$ cat src/rtl/alu_result_tx_packer.sv
// Splits a full-width ALU result into NB_BYTE frames and hands them one at a
// time to a UART transmitter, handshaking on busy/done for every byte.
module alu_result_tx_packer #(
    parameter int NB_RESULT = 16,
    parameter int NB_BYTE   = 8,
    parameter bit MSB_FIRST = 1'b1
) (
    input  logic                 i_clk,
    input  logic                 i_reset,
    input  logic [NB_RESULT-1:0] i_result,
    input  logic                 i_result_valid,
    output logic                 o_ready,
    output logic [NB_BYTE-1:0]   o_tx_data,
    output logic                 o_tx_start,
    input  logic                 i_tx_busy,
    input  logic                 i_tx_done,
    output logic                 o_busy,
    output logic                 o_done,
    output logic                 o_overrun
);

    localparam int NBYTES = NB_RESULT / NB_BYTE;
    localparam int CNT_W  = (NBYTES > 1) ? $clog2(NBYTES) : 1;
    localparam logic [CNT_W-1:0] LAST_CNT = CNT_W'(NBYTES - 1);

    localparam logic [2:0] ST_IDLE      = 3'd0;
    localparam logic [2:0] ST_SEND      = 3'd1;
    localparam logic [2:0] ST_WAIT_BUSY = 3'd2;
    localparam logic [2:0] ST_WAIT_DONE = 3'd3;
    localparam logic [2:0] ST_FINISH    = 3'd4;

    logic [2:0]           state_q, state_d;
    logic [NB_RESULT-1:0] shift_q, shift_d;
    logic [CNT_W-1:0]     cnt_q, cnt_d;
    logic [NB_BYTE-1:0]   tx_data_q, tx_data_d;
    logic                 tx_start_q;
    logic                 done_q;
    logic                 overrun_q;
    logic                 ready_q;
    logic                 busy_q;
    logic                 byte_done;
    logic [NB_BYTE-1:0]   next_byte;

    always_comb begin
        state_d   = state_q;
        shift_d   = shift_q;
        cnt_d     = cnt_q;
        byte_done = 1'b0;

        case (state_q)
            ST_IDLE: begin
                if (i_result_valid) begin
                    shift_d = i_result;
                    cnt_d   = '0;
                    state_d = ST_SEND;
                end
            end
            ST_SEND: begin
                state_d = ST_WAIT_BUSY;
            end
            ST_WAIT_BUSY: begin
                // A transmitter fast enough to finish before busy is seen
                // must not stall the sequence.
                if (i_tx_done) begin
                    byte_done = 1'b1;
                end else if (i_tx_busy) begin
                    state_d = ST_WAIT_DONE;
                end
            end
            ST_WAIT_DONE: begin
                if (i_tx_done) begin
                    byte_done = 1'b1;
                end
            end
            ST_FINISH: begin
                state_d = ST_IDLE;
            end
            default: begin
                state_d = ST_IDLE;
            end
        endcase

        if (byte_done) begin
            if (cnt_q == LAST_CNT) begin
                state_d = ST_FINISH;
            end else begin
                cnt_d   = cnt_q + CNT_W'(1);
                shift_d = MSB_FIRST ? (shift_q << NB_BYTE) : (shift_q >> NB_BYTE);
                state_d = ST_SEND;
            end
        end
    end

    // Byte is taken from the next-state shift register so it is already
    // valid on the cycle the start pulse is presented.
    always_comb begin
        next_byte = MSB_FIRST ? shift_d[NB_RESULT-1 -: NB_BYTE] : shift_d[NB_BYTE-1:0];
        tx_data_d = (state_d == ST_SEND) ? next_byte : tx_data_q;
    end

    always_ff @(posedge i_clk or posedge i_reset) begin
        if (i_reset) begin
            state_q    <= ST_IDLE;
            shift_q    <= '0;
            cnt_q      <= '0;
            tx_data_q  <= '0;
            tx_start_q <= 1'b0;
            done_q     <= 1'b0;
            overrun_q  <= 1'b0;
            ready_q    <= 1'b1;
            busy_q     <= 1'b0;
        end else begin
            state_q    <= state_d;
            shift_q    <= shift_d;
            cnt_q      <= cnt_d;
            tx_data_q  <= tx_data_d;
            tx_start_q <= (state_d == ST_SEND);
            done_q     <= (state_d == ST_FINISH);
            overrun_q  <= i_result_valid && (state_q != ST_IDLE);
            ready_q    <= (state_d == ST_IDLE);
            busy_q     <= (state_d != ST_IDLE);
        end
    end

    assign o_ready    = ready_q;
    assign o_busy     = busy_q;
    assign o_tx_data  = tx_data_q;
    assign o_tx_start = tx_start_q;
    assign o_done     = done_q;
    assign o_overrun  = overrun_q;

endmodule

$ cat config.mk
export PLATFORM = sky130hd
export DESIGN_NAME = alu_result_tx_packer
export DESIGN_NICKNAME = d
export VERILOG_FILES = /design/src/rtl/alu_result_tx_packer.sv
export SDC_FILE = /design/constraint.sdc
export NUM_CORES = 1
export LEC_CHECK = 0
export CORE_MARGIN = 2
export CORE_UTILIZATION = 30
export DETAILED_ROUTE_END_ITERATION = 8
export PLACE_DENSITY = 0.56
export SYNTH_ARGS = -nofsm -noshare
export SYNTH_HDL_FRONTEND = slang
export SYNTH_SLANG_ARGS = --single-unit
$ cat constraint.sdc
create_clock -name i_clk -period 2.63 [get_ports i_clk]
set_clock_uncertainty 0.05 [all_clocks]
set_input_delay 0.789 -clock i_clk [delete_from_list [all_inputs] [get_ports i_clk]]
set_output_delay 0.789 -clock i_clk [all_outputs]
set_load 0.02 [all_outputs]
==> results of run 1 <==
==> cells by family after synthesis <==
family	count (synthesis)	synth area share [%]
mux	8	6.75
buf+inv	7	2.34
simple gates	56	19.8
compound gates	19	9.19
flops	33	61.9
==> placed cells by master, fill, tap and decap left out, types with 2 or more instances in the layout <==
cell	netlist	final
nor3b_1	2	2
nand2_1	37	37
or3_1	2	2
mux2_2	8	8
buf_4	0	7
nor3_1	2	2
nor2_1	9	9
a21oi_1	8	8
clkdlybuf4s50_1	0	33
clkbuf_8	0	6
a31oi_1	8	8
dfrtp_1	32	32
==> area by class of cell <==
| type | instances | area (µm²) | share of cell area [%] |
|---|---|---|---|
| Sequential cell | 33 | 827 | 44.2 |
| Multi-Input combinational cell | 83 | 477 | 25.5 |
| Timing Repair Buffer | 40 | 383 | 20.5 |
| Clock buffer | 7 | 86.3 | 4.61 |
| Tap cell | 52 | 65.1 | 3.48 |
| Clock inverter | 1 | 30.0 | 1.60 |
| Inverter | 1 | 3.75 | 0.201 |
==> metrics by stage <==
| stage | total power [mW] | instance area, µm² | hold WS (ps) | util, % | instances |
|---|---|---|---|---|---|
| 2_1_floorplan | 1.46 | 1340 | 452 | - | 123 |
| 3_3_place_gp | 1.81 | 1760 | 441 | 40.6 | 209 |
| 3_5_place_dp | 1.83 | 1760 | 444 | 40.6 | 209 |
| 4_1_cts | 2.33 | 1870 | 461 | 43.3 | 217 |
| 5_1_grt | 2.45 | 1870 | 470 | 43.3 | 217 |
| 6_report | 2.30 | 1870 | 457 | 43.3 | 217 |
==> power by group through the flow <==
stage	Combinational, mW	Sequential (mW)	Clock, mW
finish	0.928	0.878	0.489
global route	1.02	0.906	0.527
CTS	0.947	0.882	0.501
detailed placement	0.946	0.888	0
global placement	0.931	0.882	0
floorplan	0.497	0.966	0
==> Yosys cell counts, drive strengths merged <==
cell type / n
clkbuf: 2
dfstp: 1
nand4bb: 1
a31oi: 8
or4b: 1
nor4b: 1
nor3b: 2
nor3: 2
a21oi: 9
nand2: 37
dfrtp: 32
inv: 1
mux2: 8
nor2: 9
nand4b: 1
a211oi: 1
or3: 2
o31a: 1
buf: 4
==> flip-flops by register name, indices dropped and copies added, names as in the netlist <==
| register | count |
|---|---|
| shift_q | 16 |
| o_tx_data | 8 |
| state_q | 3 |
| cnt_q | 1 |
| o_busy | 1 |
| o_done | 1 |
| o_overrun | 1 |
| o_ready | 1 |
| o_tx_start | 1 |
==> layer usage <==
| layer | vias to the layer above | routed length, µm | track usage [%] | part of all wire (%) |
|---|---|---|---|---|
| met5 | - | 0 | 0 | 0 |
| met4 | 0 | 48 | 6.29 | 1.7 |
| met3 | 5 | 163 | 4.27 | 5.8 |
| met2 | 27 | 1350 | 20.1 | 48 |
| met1 | 496 | 1260 | 14.6 | 45 |
| li1 | 497 | - | - | - |
==> worst reg2reg max path, cell delays in order (launching register included) <==
cell and delay (ps):
dfrtp_1 480, or4b_1 630, buf_4 240, nand2_1 90, a31oi_1 110, mux2_2 280
==> final timing paths <==
check,to,slack [ps],startpoint,depth (start not counted)
setup / recovery,o_tx_data[4]$_DFFE_PP0N_,260,i_result_valid,6
hold / removal,o_tx_data[2]$_DFFE_PP0N_,460,o_tx_data[2]$_DFFE_PP0N_,1
setup reg to reg,o_tx_data[4]$_DFFE_PP0N_,640,state_q[1]$_DFF_PP0_,5
hold reg to reg,o_tx_data[2]$_DFFE_PP0N_,460,o_tx_data[2]$_DFFE_PP0N_,1
max in group asynchronous,o_ready$_DFF_PP1_,1340,i_reset,3
min in group asynchronous,o_tx_start$_DFF_PP0_,850,i_reset,3
==> results.ini, run 1 <==
[finish]
drive_gt1_share_pct=15.2
fillers=435
final_nets=185
diodes=0
area_growth_pct=40.2

[setup_path]
critical-path-top-delay-family=buffers and inverters
path_cells=clkdlybuf4s50_1, or4b_1, buf_4, nand2_1, a31oi_1, mux2_2
crit_buf_inv=2
crit_path_start_kind=input pin
critPathKind=input pin to flip-flop
end_kind=flip-flop
cp_data_arrival_time_ps=2490
crit_path_max_incr_delay_ps=510
crit_slowest_cell=or4b_1
cp_data_required_time_ps=2750
worstPathMaxFanout=18

[yosys]
ys_seq_area_share_pct=61.9
synth_seq_cells=33
yosysUniqueCellTypes=20
synth_top_cell_area_share_pct=60.0
syn_inst=123
synth.avg_cell_area_um2=10.9
syn_area_um2=1340
synth_fp_nets=144
synth.top_cells.by_area=dfrtp_1 (60%), nand2_1 (10%), mux2_2 (6.7%), a31oi_1 (3.7%), a21oi_1 (3.0%)
synth_area_leader_cell=dfrtp_1
yosys_warnings=0

[clock_network]
numCtsBuffers=5
cts_tree=built
htree_levels=2
clkLatencyLatePin_ps=280
post_cts_buffers=0
clkTransAtPathRegs_ps=70
cts.path.max_buffers=2
root_buffer=clkbuf_8
clock_sinks=33
cts_resized=0
cts_hold_buf=0

[detailed_routing]
avgRoutedWirePerCell_um=13.0
drt-total-wl_mm=2.81
dr.pass1.iters=4
drc=0
num_vias=1025
vias_per_cell=4.72
drt_iter0_drc=37
ant_nets=0

[power_and_ir_drop]
p_clk_share_pct=21.3
p_int_mw=1.52
leakage_nw=0.816
p_per_area_nw_per_um2=1230
p_sw_share_pct=33.8
combinationalPowerShare_pct=40.4
power.switching_mw=0.775
ir_worst_vdd_mv=0.483
p_seq_share_pct=38.2

[outcome]
outcome=finished clean

[place]
gp_congestion=0.708
dp_slack_ps=-25.5
numPortBuffers=33
dp_hpwl_mm=1.97

[die]
core_um2=4320
chipWidth_um=70.7
fp.dieH_um=70.7
rows=24
num_io_pins=34
start_util_pct=30.9
die_area_um2=5000

[sta]
hold_viol=0
fin_crit_sh_pct=90.2
rsz0062_at_grt=no
setup_viol=0
fin_crit_ps=2370
finalSetupTns_ps=0
worst_slack_ps=256
max_freq_ghz=0.421
slew_violations=0
tightest_slew_ps=425
relSlewSlack_pct=71.7

[grt]
grt_pass1_wl_mm=4.86
grtUsageTotal_pct=12.4
grt_max_degree=34
grt_antenna_before_repair=0
overflow=0
grt_pass1_vias=1083

[min_path]
worstHoldPathType=flip-flop to flip-flop

[run]
max_cap_violations=0

Note: power is estimated with default switching activity, not from simulation.
==> run 2, diff against run 1 <==
CORE_UTILIZATION = 47   (was 30)
PLACE_DENSITY = 0.8   (was 0.56)
==> run 2 against run 1 <==
Net effect: sequential share of layout area increased by 1.6 points; critical path depth unchanged; power shrank 7.8%; via count increased by 1.6%; maximum frequency is 1.7% higher; setup slack better by 40 ps; worst hold slack improved by 9.1 ps; final cell count shrank 9.2%.
==> results.ini, run 2 (synthesis gave the netlist of run 1 again) <==
[outcome]
outcome=finished clean

[clock_network]
post_cts_buffers=0  ; unchanged
htree_levels=2  ; unchanged
numCtsBuffers=5  ; unchanged
cts_tree=built
cts.path.max_buffers=2  ; unchanged
cts_hold_buf=0  ; unchanged
cts_resized=0  ; unchanged
clkLatencyLatePin_ps=320  ; +40 ps
root_buffer=clkbuf_4
clkTransAtPathRegs_ps=90  ; +20 ps
clock_sinks=33  ; unchanged

[place]
dp_hpwl_mm=2.10  ; +6.3%
gp_congestion=0.801  ; +13%
place_area_um2=1750  ; -0.36%
numPortBuffers=33  ; unchanged
dp_cells=189  ; -9.6%

[sta]
slew_violations=0  ; unchanged
tightest_slew_ps=567  ; +143 ps
relSlewSlack_pct=62.1  ; -9.5 points
hold_viol=0  ; unchanged
rsz0062_at_grt=no
setup_viol=0  ; unchanged
fin_crit_sh_pct=88.7  ; -1.5 points
max_freq_ghz=0.428  ; +1.7%
fin_crit_ps=2330  ; -39.8 ps

[grt]
grt_pass1_wl_mm=4.82  ; -0.70%
grt_max_degree=21  ; -38%
grt_antenna_before_repair=0  ; unchanged
overflow=0  ; unchanged
grtUsageTotal_pct=19.8  ; +7.4 points
grt_pass1_vias=1079  ; -0.37%

[setup_path]
cp_data_arrival_time_ps=2500  ; about the same
worstPathMaxFanout=18  ; unchanged
crit_buf_inv=2  ; unchanged
critical-path-top-delay-family=buffers and inverters
crit_path_start_kind=input pin
path_cells=clkdlybuf4s50_1, or4b_1, buf_4, nand2_1, a31oi_1, mux2_2
crit_path_max_incr_delay_ps=520  ; about the same
cp_data_required_time_ps=2800  ; +50 ps
crit_slowest_cell=or4b_1
critPathKind=input pin to flip-flop
end_kind=flip-flop

[detailed_routing]
avgRoutedWirePerCell_um=14.1  ; +9.1%
drt-total-wl_mm=2.79  ; -0.92%
dr.pass1.iters=4  ; unchanged
num_vias=1041  ; +1.6%
vias_per_cell=5.28  ; +12%
met2_length_mm=1.44  ; +6.9%
drc=0  ; unchanged
ant_nets=0  ; unchanged
met1Wirelength_mm=1.11  ; -11%
wl_met3_um=190  ; +17%
drt_iter0_drc=21  ; -43%
routed.top_layer=met4

[finish]
final_nets=186  ; +0.54%
final_cell_mix=nand2_1 (37), clkdlybuf4s50_1 (33), dfrtp_1 (32)
utilization_pct=66.1  ; +23 points
final_common_cell=nand2_1
regMostFlops=shift_q
diodes=0  ; unchanged
instances_no_fill=197  ; -9.2%
area_growth_pct=35.4
largest_register_ffs=16  ; unchanged
drive_gt1_share_pct=15.1  ; -0.091 points
design_area_um2=1810  ; -3.4%
fillers=237  ; -46%

[power_and_ir_drop]
p_per_area_nw_per_um2=1170  ; -4.6%
p_int_mw=1.35  ; -11%
leakage_nw=0.800  ; -2.0%
p_seq_share_pct=41.4  ; +3.2 points
combinationalPowerShare_pct=45.0  ; +4.6 points
power.switching_mw=0.766  ; -1.2%
ir_worst_vdd_mv=0.996  ; +110%
p_sw_share_pct=36.2  ; +2.4 points
p_clk_share_pct=13.6  ; -7.7 points

[min_path]
worstHoldPathType=flip-flop to flip-flop

[die]
start_util_pct=48.8  ; +18 points
core_um2=2730  ; -37%
die_area_um2=3280  ; -34%
rows=19  ; -21%
num_io_pins=34  ; unchanged
chipWidth_um=57.3  ; -19%
fp.dieH_um=57.3  ; -19%

[run]
max_cap_violations=0  ; unchanged

-- run 2: path summary, 6_finish.rpt --
check | start | endpoint | slack [ps] | cells after the start
setup reg to reg | state_q[1]$_DFF_PP0_ | o_tx_data[7]$_DFFE_PP0N_ | 630 | 5
setup / recovery | i_result_valid | o_tx_data[7]$_DFFE_PP0N_ | 300 | 6
hold / removal | o_tx_data[2]$_DFFE_PP0N_ | o_tx_data[2]$_DFFE_PP0N_ | 470 | 1
min in group asynchronous | i_reset | shift_q[4]$_DFF_PP0_ | 770 | 2
hold reg to reg | o_tx_data[2]$_DFFE_PP0N_ | o_tx_data[2]$_DFFE_PP0N_ | 470 | 1
max in group asynchronous | i_reset | shift_q[13]$_DFF_PP0_ | 1250 | 3
-- run 2: final cells by class --
class | instances | area, µm² | share of cell area (%)
Clock buffer | 8 | 58.8 | 3.25
Inverter | 1 | 3.75 | 0.208
Multi-Input combinational cell | 83 | 477 | 26.4
Sequential cell | 33 | 827 | 45.7
Tap cell | 31 | 38.8 | 2.15
Timing Repair Buffer | 41 | 403 | 22.3
-- run 2: power groups by stage --
stage | Combinational, mW | Clock [mW] | Sequential (mW)
CTS | 0.960 | 0.301 | 0.880
finish | 0.951 | 0.288 | 0.877
global placement | 0.930 | 0 | 0.881
global route | 1.04 | 0.328 | 0.908
detailed placement | 0.955 | 0 | 0.890
floorplan | 0.497 | 0 | 0.966
-- run 2: worst register-to-register path: cells and delay by family (launching register included) --
kind	cells	cell delay, ps
AND/OR/NAND/NOR	2	730
flip-flops	1	490
multiplexers	1	280
buffers and inverters	1	240
AO/OA/AOI/OAI	1	110
-- run 2: stage by stage --
stage               hold WS, ps  setup TNS, ps  power (mW)  worst slack, ps
global placement            439           -232        1.81            -30.6
floorplan                   452              0        1.46              489
CTS                         470              0        2.14              322
finish                      466              0        2.12              296
global route                484              0        2.27              237
detailed placement          447           -149        1.84            -29.1
-- run 2: per-layer routing --
| layer | global-route usage, % | vias up |
|---|---|---|
| met3 | 6.35 | 6 |
| met2 | 34.2 | 35 |
| met4 | 6.98 | 0 |
| li1 | - | 504 |
| met5 | 0 | - |
| met1 | 23.3 | 496 |
==> run 3, diff against run 2 <==
TNS_END_PERCENT = 1   (was unset)
==> results of run 3 <==
The final DEF is identical to that of run 2; final timing and power are the same.
